[src/rtl/select_pkg.sv]
// ---------------------------------------------------------------------------
// select_pkg
// Shared definitions for the two-requester select arbiter and the downstream
// 2:1 select stage that consumes its cntrl output.
//   - FSM state encodings (IDLE / OWN1 / OWN2)
//   - select-control values (SEL_IN1 / SEL_IN2)
//   - "last served" pointer encodings
//   - small helpers mapping an owner state to its peer and to its select value
// ---------------------------------------------------------------------------
package select_pkg;

  // Arbiter FSM state encodings
  localparam logic [1:0] ST_IDLE = 2'd0;
  localparam logic [1:0] ST_OWN1 = 2'd1;
  localparam logic [1:0] ST_OWN2 = 2'd2;

  // Downstream 2:1 select control values
  localparam logic SEL_IN1 = 1'b0;
  localparam logic SEL_IN2 = 1'b1;

  // "last served" pointer: which requester most recently gave up a grant
  localparam logic LAST_REQ1 = 1'b0;
  localparam logic LAST_REQ2 = 1'b1;

  // Peer owner state of an OWNx state (IDLE maps to IDLE).
  function automatic logic [1:0] other_owner(input logic [1:0] st);
    logic [1:0] res;
    case (st)
      ST_OWN1: res = ST_OWN2;
      ST_OWN2: res = ST_OWN1;
      default: res = ST_IDLE;
    endcase
    return res;
  endfunction

  // Pointer value recorded when leaving an OWNx state.
  function automatic logic last_for_owner(input logic [1:0] st);
    logic res;
    if (st == ST_OWN2) begin
      res = LAST_REQ2;
    end else begin
      res = LAST_REQ1;
    end
    return res;
  endfunction

endpackage : select_pkg

[src/rtl/select_arb.sv]
// ---------------------------------------------------------------------------
// select_arb
// Two-requester arbiter that drives the control of a downstream 2:1 select.
// A grant, once issued, is held for at least HOLD_MIN cycles; a contested
// grant is forcibly handed over after MAX_HOLD cycles. Handover between
// requesters is direct (no IDLE bubble) when the other side is waiting.
//
// Parameters
//   HOLD_MIN  minimum owned cycles before done / dropped request is honoured
//   MAX_HOLD  owned cycles after which a contested grant is moved
// Ports
//   clk    in   rising-edge clock
//   rst_n  in   synchronous active-low reset
//   req1   in   requester 1 wants select input in1
//   req2   in   requester 2 wants select input in2
//   done   in   current owner releases its grant
//   gnt1   out  registered grant to requester 1
//   gnt2   out  registered grant to requester 2
//   cntrl  out  registered select control (0 = in1, 1 = in2)
//   sw     out  registered one-cycle pulse when cntrl changed
// ---------------------------------------------------------------------------
module select_arb
  import select_pkg::*;
#(
  parameter int HOLD_MIN = 2,
  parameter int MAX_HOLD = 8
) (
  input  logic clk,
  input  logic rst_n,
  input  logic req1,
  input  logic req2,
  input  logic done,
  output logic gnt1,
  output logic gnt2,
  output logic cntrl,
  output logic sw
);

  localparam int CW = $clog2(MAX_HOLD + 1);
  localparam logic [CW-1:0] HOLD_MIN_C = CW'(HOLD_MIN);
  localparam logic [CW-1:0] MAX_HOLD_C = CW'(MAX_HOLD);
  localparam logic [CW-1:0] CNT_ONE    = CW'(1);

  logic [1:0]    state;
  logic [1:0]    next_state;
  logic [CW-1:0] cnt;
  logic [CW-1:0] cnt_next;
  logic          last;
  logic          last_next;
  logic          cntrl_next;

  logic          own_req;
  logic          other_req;
  logic          eligible;
  logic          at_max;

  // Requests seen from the current owner's point of view, plus hold status.
  always_comb begin
    own_req   = 1'b0;
    other_req = 1'b0;
    case (state)
      ST_OWN1: begin
        own_req   = req1;
        other_req = req2;
      end
      ST_OWN2: begin
        own_req   = req2;
        other_req = req1;
      end
      default: begin
        own_req   = 1'b0;
        other_req = 1'b0;
      end
    endcase
    eligible = (cnt >= HOLD_MIN_C);
    at_max   = (cnt >= MAX_HOLD_C);
  end

  // Next-state, hold counter and last-served pointer.
  always_comb begin
    next_state = state;
    cnt_next   = cnt;
    last_next  = last;
    case (state)
      ST_IDLE: begin
        // done is meaningless without an owner and is not looked at here.
        if (req1 && req2) begin
          next_state = (last == LAST_REQ2) ? ST_OWN1 : ST_OWN2;
        end else if (req1) begin
          next_state = ST_OWN1;
        end else if (req2) begin
          next_state = ST_OWN2;
        end else begin
          next_state = ST_IDLE;
        end
        if (next_state != ST_IDLE) begin
          cnt_next = CNT_ONE;
        end else begin
          cnt_next = '0;
        end
      end
      ST_OWN1, ST_OWN2: begin
        if (at_max && other_req) begin
          // Contested for too long: hand over regardless of done/own request.
          next_state = other_owner(state);
          cnt_next   = CNT_ONE;
          last_next  = last_for_owner(state);
        end else if (eligible && (done || !own_req)) begin
          last_next = last_for_owner(state);
          if (other_req) begin
            next_state = other_owner(state);
            cnt_next   = CNT_ONE;
          end else begin
            // Also covers done with own request still high: one IDLE cycle
            // before the owner can be regranted.
            next_state = ST_IDLE;
            cnt_next   = '0;
          end
        end else begin
          next_state = state;
          if (at_max) begin
            cnt_next = cnt;
          end else begin
            cnt_next = cnt + CNT_ONE;
          end
        end
      end
      default: begin
        next_state = ST_IDLE;
        cnt_next   = '0;
        last_next  = last;
      end
    endcase
  end

  // Select control follows the owner and holds its value through IDLE.
  always_comb begin
    cntrl_next = cntrl;
    case (next_state)
      ST_OWN1: cntrl_next = SEL_IN1;
      ST_OWN2: cntrl_next = SEL_IN2;
      default: cntrl_next = cntrl;
    endcase
  end

  // State and registered outputs with synchronous active-low reset.
  always_ff @(posedge clk) begin
    if (!rst_n) begin
      state <= ST_IDLE;
      cnt   <= '0;
      last  <= LAST_REQ2;
      gnt1  <= 1'b0;
      gnt2  <= 1'b0;
      cntrl <= SEL_IN1;
      sw    <= 1'b0;
    end else begin
      state <= next_state;
      cnt   <= cnt_next;
      last  <= last_next;
      gnt1  <= (next_state == ST_OWN1);
      gnt2  <= (next_state == ST_OWN2);
      cntrl <= cntrl_next;
      sw    <= (cntrl_next != cntrl);
    end
  end

endmodule : select_arb

[config.mk]
export PLATFORM = sky130hd
export DESIGN_NAME = select_arb
export DESIGN_NICKNAME = d
export VERILOG_FILES = /design/src/rtl/select_pkg.sv /design/src/rtl/select_arb.sv
export SDC_FILE = /design/constraint.sdc
export NUM_CORES = 1
export LEC_CHECK = 0
export ABC_AREA = 1
export ABC_CLOCK_PERIOD_IN_PS = 2850
export CELL_PAD_IN_SITES_DETAIL_PLACEMENT = 1
export CELL_PAD_IN_SITES_GLOBAL_PLACEMENT = 2
export CORE_ASPECT_RATIO = 1.25
export CORE_UTILIZATION = 29
export DETAILED_ROUTE_END_ITERATION = 16
export PLACE_DENSITY = 0.73
export SKIP_LAST_GASP = 1
export SLEW_MARGIN = 20
export SYNTH_ARGS = -nofsm -noshare
export SYNTH_HDL_FRONTEND = slang
export SYNTH_SLANG_ARGS = --single-unit
[constraint.sdc]
create_clock -name clk -period 2.85 [get_ports clk]
set_clock_uncertainty 0.05 [all_clocks]
set_input_delay 0.285 -clock clk [delete_from_list [all_inputs] [get_ports clk]]
set_output_delay 0.285 -clock clk [all_outputs]
set_load 0.02 [all_outputs]
==> results.md <==
- Status: complete, no violations
- ANT cells: 0
- Post-CTS Hold Buffers: 0
- CP max stage delay: 370 ps
- Final setup fails: 0
- Root Driver: clkbuf_4
- DR vias: around 650
- Max-slew headroom: 85.7%
- Vias per cell: 4.62
- Syn Inst Count: 97
- RSZ-0062 raised after global routing: no
- CTS resizes: 0
- CORE AREA: between 2000 and 2500 µm²
- Critical R2R Capture: sw$_SDFF_PN0_
- Hold EP: cntrl$_SDFF_PN0_
- I/O Pins: 9
- Fin. Hold Viols: 0
- Slew at the pin closest to its max-slew limit: about 210 ps
- Critical path type: flop to flop
- Post-Place Cell Area: 822 µm²
- Final WL: 1590 µm
- Crit path required time: 2960 ps
- Vias in the first global route: 685
- Fin crit period: 2420 ps
- Skew-Pair Late Insertion Delay: 260 ps
- Slowest cell on the critical path: ha_1
- FF-to-FF Start: state[0]$_SDFF_PN0_
- Mapped Area: 703 µm²
- Pins Over Slew Limit: 0
- Flops & latches, synth: 11
- Die area: approximately 2600 µm²
- Number of iterations in the first detailed-routing pass: 4
- CTS Sinks: 11
- Die Wd: 46.0 µm
- Sequential share of the synthesized area: 31.3%
- Post CTS Setup Buffer Count: 0
- Layout area overhead: 20.6%
- Syn avg cell area: 7.25 µm²
- Initial antenna violation count: 0
- DR WL/cell: around 11 µm
- PD cells: roughly 530 nW/µm²
- FF-to-FF setup slack: 430 ps
- 1st-iter DRT viols: 2
- Setup TNS: 0 ps
- Hold path depth: 2
- Final GP Congestion: 0.730
- CTS tree: yes
- Detailed placer's ending HPWL: 1350 µm
- Syn nets: 110
- F_max: 0.413 GHz
- Worst-path cell chain: inv_1 > ha_1 > inv_2 > nor2_4 > nand2_2 > nand3_1 > nand2_1 > clkinv_1 > nand3_1 > nand2_1 > nand2_2 > inv_1 > ha_1 > nor2_1 > o21ai_0 > o211a_1
- Sum of buffers and inverters on the critical path: 4
- Fin util: between 30% and 40%
- Fin area: 848 µm²
- Area leader, netlist: dfxtp_1
- Share of the synthesized area in the top cell type: 31.3%
- Period utilisation layout: between 80% and 90%
- Clock slew at reported path FFs: about 70 ps
- Synth area leaders: dfxtp_1 31%, ha_1 14%, nand2_1 11%
- Antenna Nets Post-Route: 0
- Largest net degree at the start of global routing: 8
- Commonest non-fill, non-tap cell in the layout: nand2_1
- YS warnings: 0
- Maximum VDD drop: about 0.00035 V
- Total CTS buffers: 3
- Commonest cells after routing, fill and taps aside: 20 x nand2_1, 11 x inv_1, 11 x dfxtp_1
- PnR worst setup slack: 431 ps
- GR Util All Layers: 14.7%
- First-pass GRT wire length: 2840 µm
- CP endpoint kind: flop
- Non-Filler Instances: 140
- Placed Instances: 136
- Share of cells above drive strength 1: 14.7%
- Max Cap Viol: 0
- DRC viols: 0
- Starting Density: 31.5%
- H-tree depth: 1
- Crit path DAT: 2530 ps
- Crit-path max FO: 4
- Port bufs: 8
- Worst min-delay path category: flop to flop
- CP Launch Type: flop
- Hold_sp: cntrl$_SDFF_PN0_
- # rows: 19
- Cells on worst reg2reg path: 16
- Die height: 57.1 µm
- Grt ovf: 0
- Pleak: 0.411 nW
- Hold slack final: around 460 ps
- Synth unique cells: 22
- Top delay family on crit path: simple AND/OR/NAND/NOR gates
- Fin nets: 123
- Pre-CTS WS: between 400 and 500 ps
- CTS Buffer Depth: 2
- Total power: 0.449 mW
-- where the power goes --
group	leakage, nW	switching [mW]	internal, mW
combinational	0.306	0.0972	0.0660
clock	0.0150	0.0495	0.0541
sequential	0.0901	0.0110	0.172
-- flip-flops by register name, summed over array words and instances, names as in the netlist --
register / flops
cntrl: 1
gnt1: 1
last: 1
cnt: 4
gnt2: 1
state: 2
sw: 1
-- layer usage --
metal	track usage [%]	share of wire (%)	routed length [µm]	vias to the layer above
met3	1.58	3.1	49	2
li1	-	-	-	336
met1	16.6	44	700	301
met5	0	0	0	-
met4	7.56	1.0	16	0
met2	26.0	52	822	8
-- cells by family (layout without fill, tap and decap cells) --
group / after synthesis / in the layout / share of synthesized area, %
fa+ha+maj: 8 / 8 / 14.2
simple gates: 46 / 46 / 32.0
buf+inv: 17 / 29 / 9.07
compound gates: 15 / 15 / 13.3
flops: 11 / 11 / 31.3
-- synthesized netlist by cell type --
cell type,instances
nor2_2,2
nor2_4,1
o211a_1,2
o31ai_1,1
nand2_1,20
o211ai_1,1
nand2_4,2
ha_1,8
o21ai_0,4
dfxtp_1,11
o21ai_1,1
nand4_1,1
inv_2,4
nor3_1,1
a21oi_1,4
a31oi_1,1
clkinv_1,2
nor2_1,6
nand2_2,4
a211oi_1,1
nand3_1,9
inv_1,11
-- cell type report --
| cell class | count | area, µm² |
|---|---|---|
| Fill cell | 300 | 1390 |
| Multi-Input combinational cell | 69 | 419 |
| Sequential cell | 11 | 220 |
| Timing Repair Buffer | 8 | 80.1 |
| Inverter | 17 | 63.8 |
| Tap cell | 31 | 38.8 |
| Clock buffer | 4 | 26.3 |
-- worst max path at each step --
stage | cells past startpoint | from | to
6_report | 16 | state[0]$_SDFF_PN0_ | sw$_SDFF_PN0_
3_5_place_dp | 16 | state[0]$_SDFF_PN0_ | sw$_SDFF_PN0_
4_1_cts | 16 | state[0]$_SDFF_PN0_ | sw$_SDFF_PN0_
5_1_grt | 16 | state[0]$_SDFF_PN0_ | sw$_SDFF_PN0_
2_1_floorplan | 16 | state[0]$_SDFF_PN0_ | sw$_SDFF_PN0_
3_3_place_gp | 16 | state[0]$_SDFF_PN0_ | sw$_SDFF_PN0_
-- worst register-to-register path: cells and delay by family, from the launching register on --
family / cells / cell delay [ps]
AOI/OAI and AO/OA: 2 / 190
adders and majority gates: 2 / 660
buffers and inverters: 4 / 390
DFF: 1 / 360
and+or+nand+nor: 8 / 670
Power figures use the tool's default switching activity.
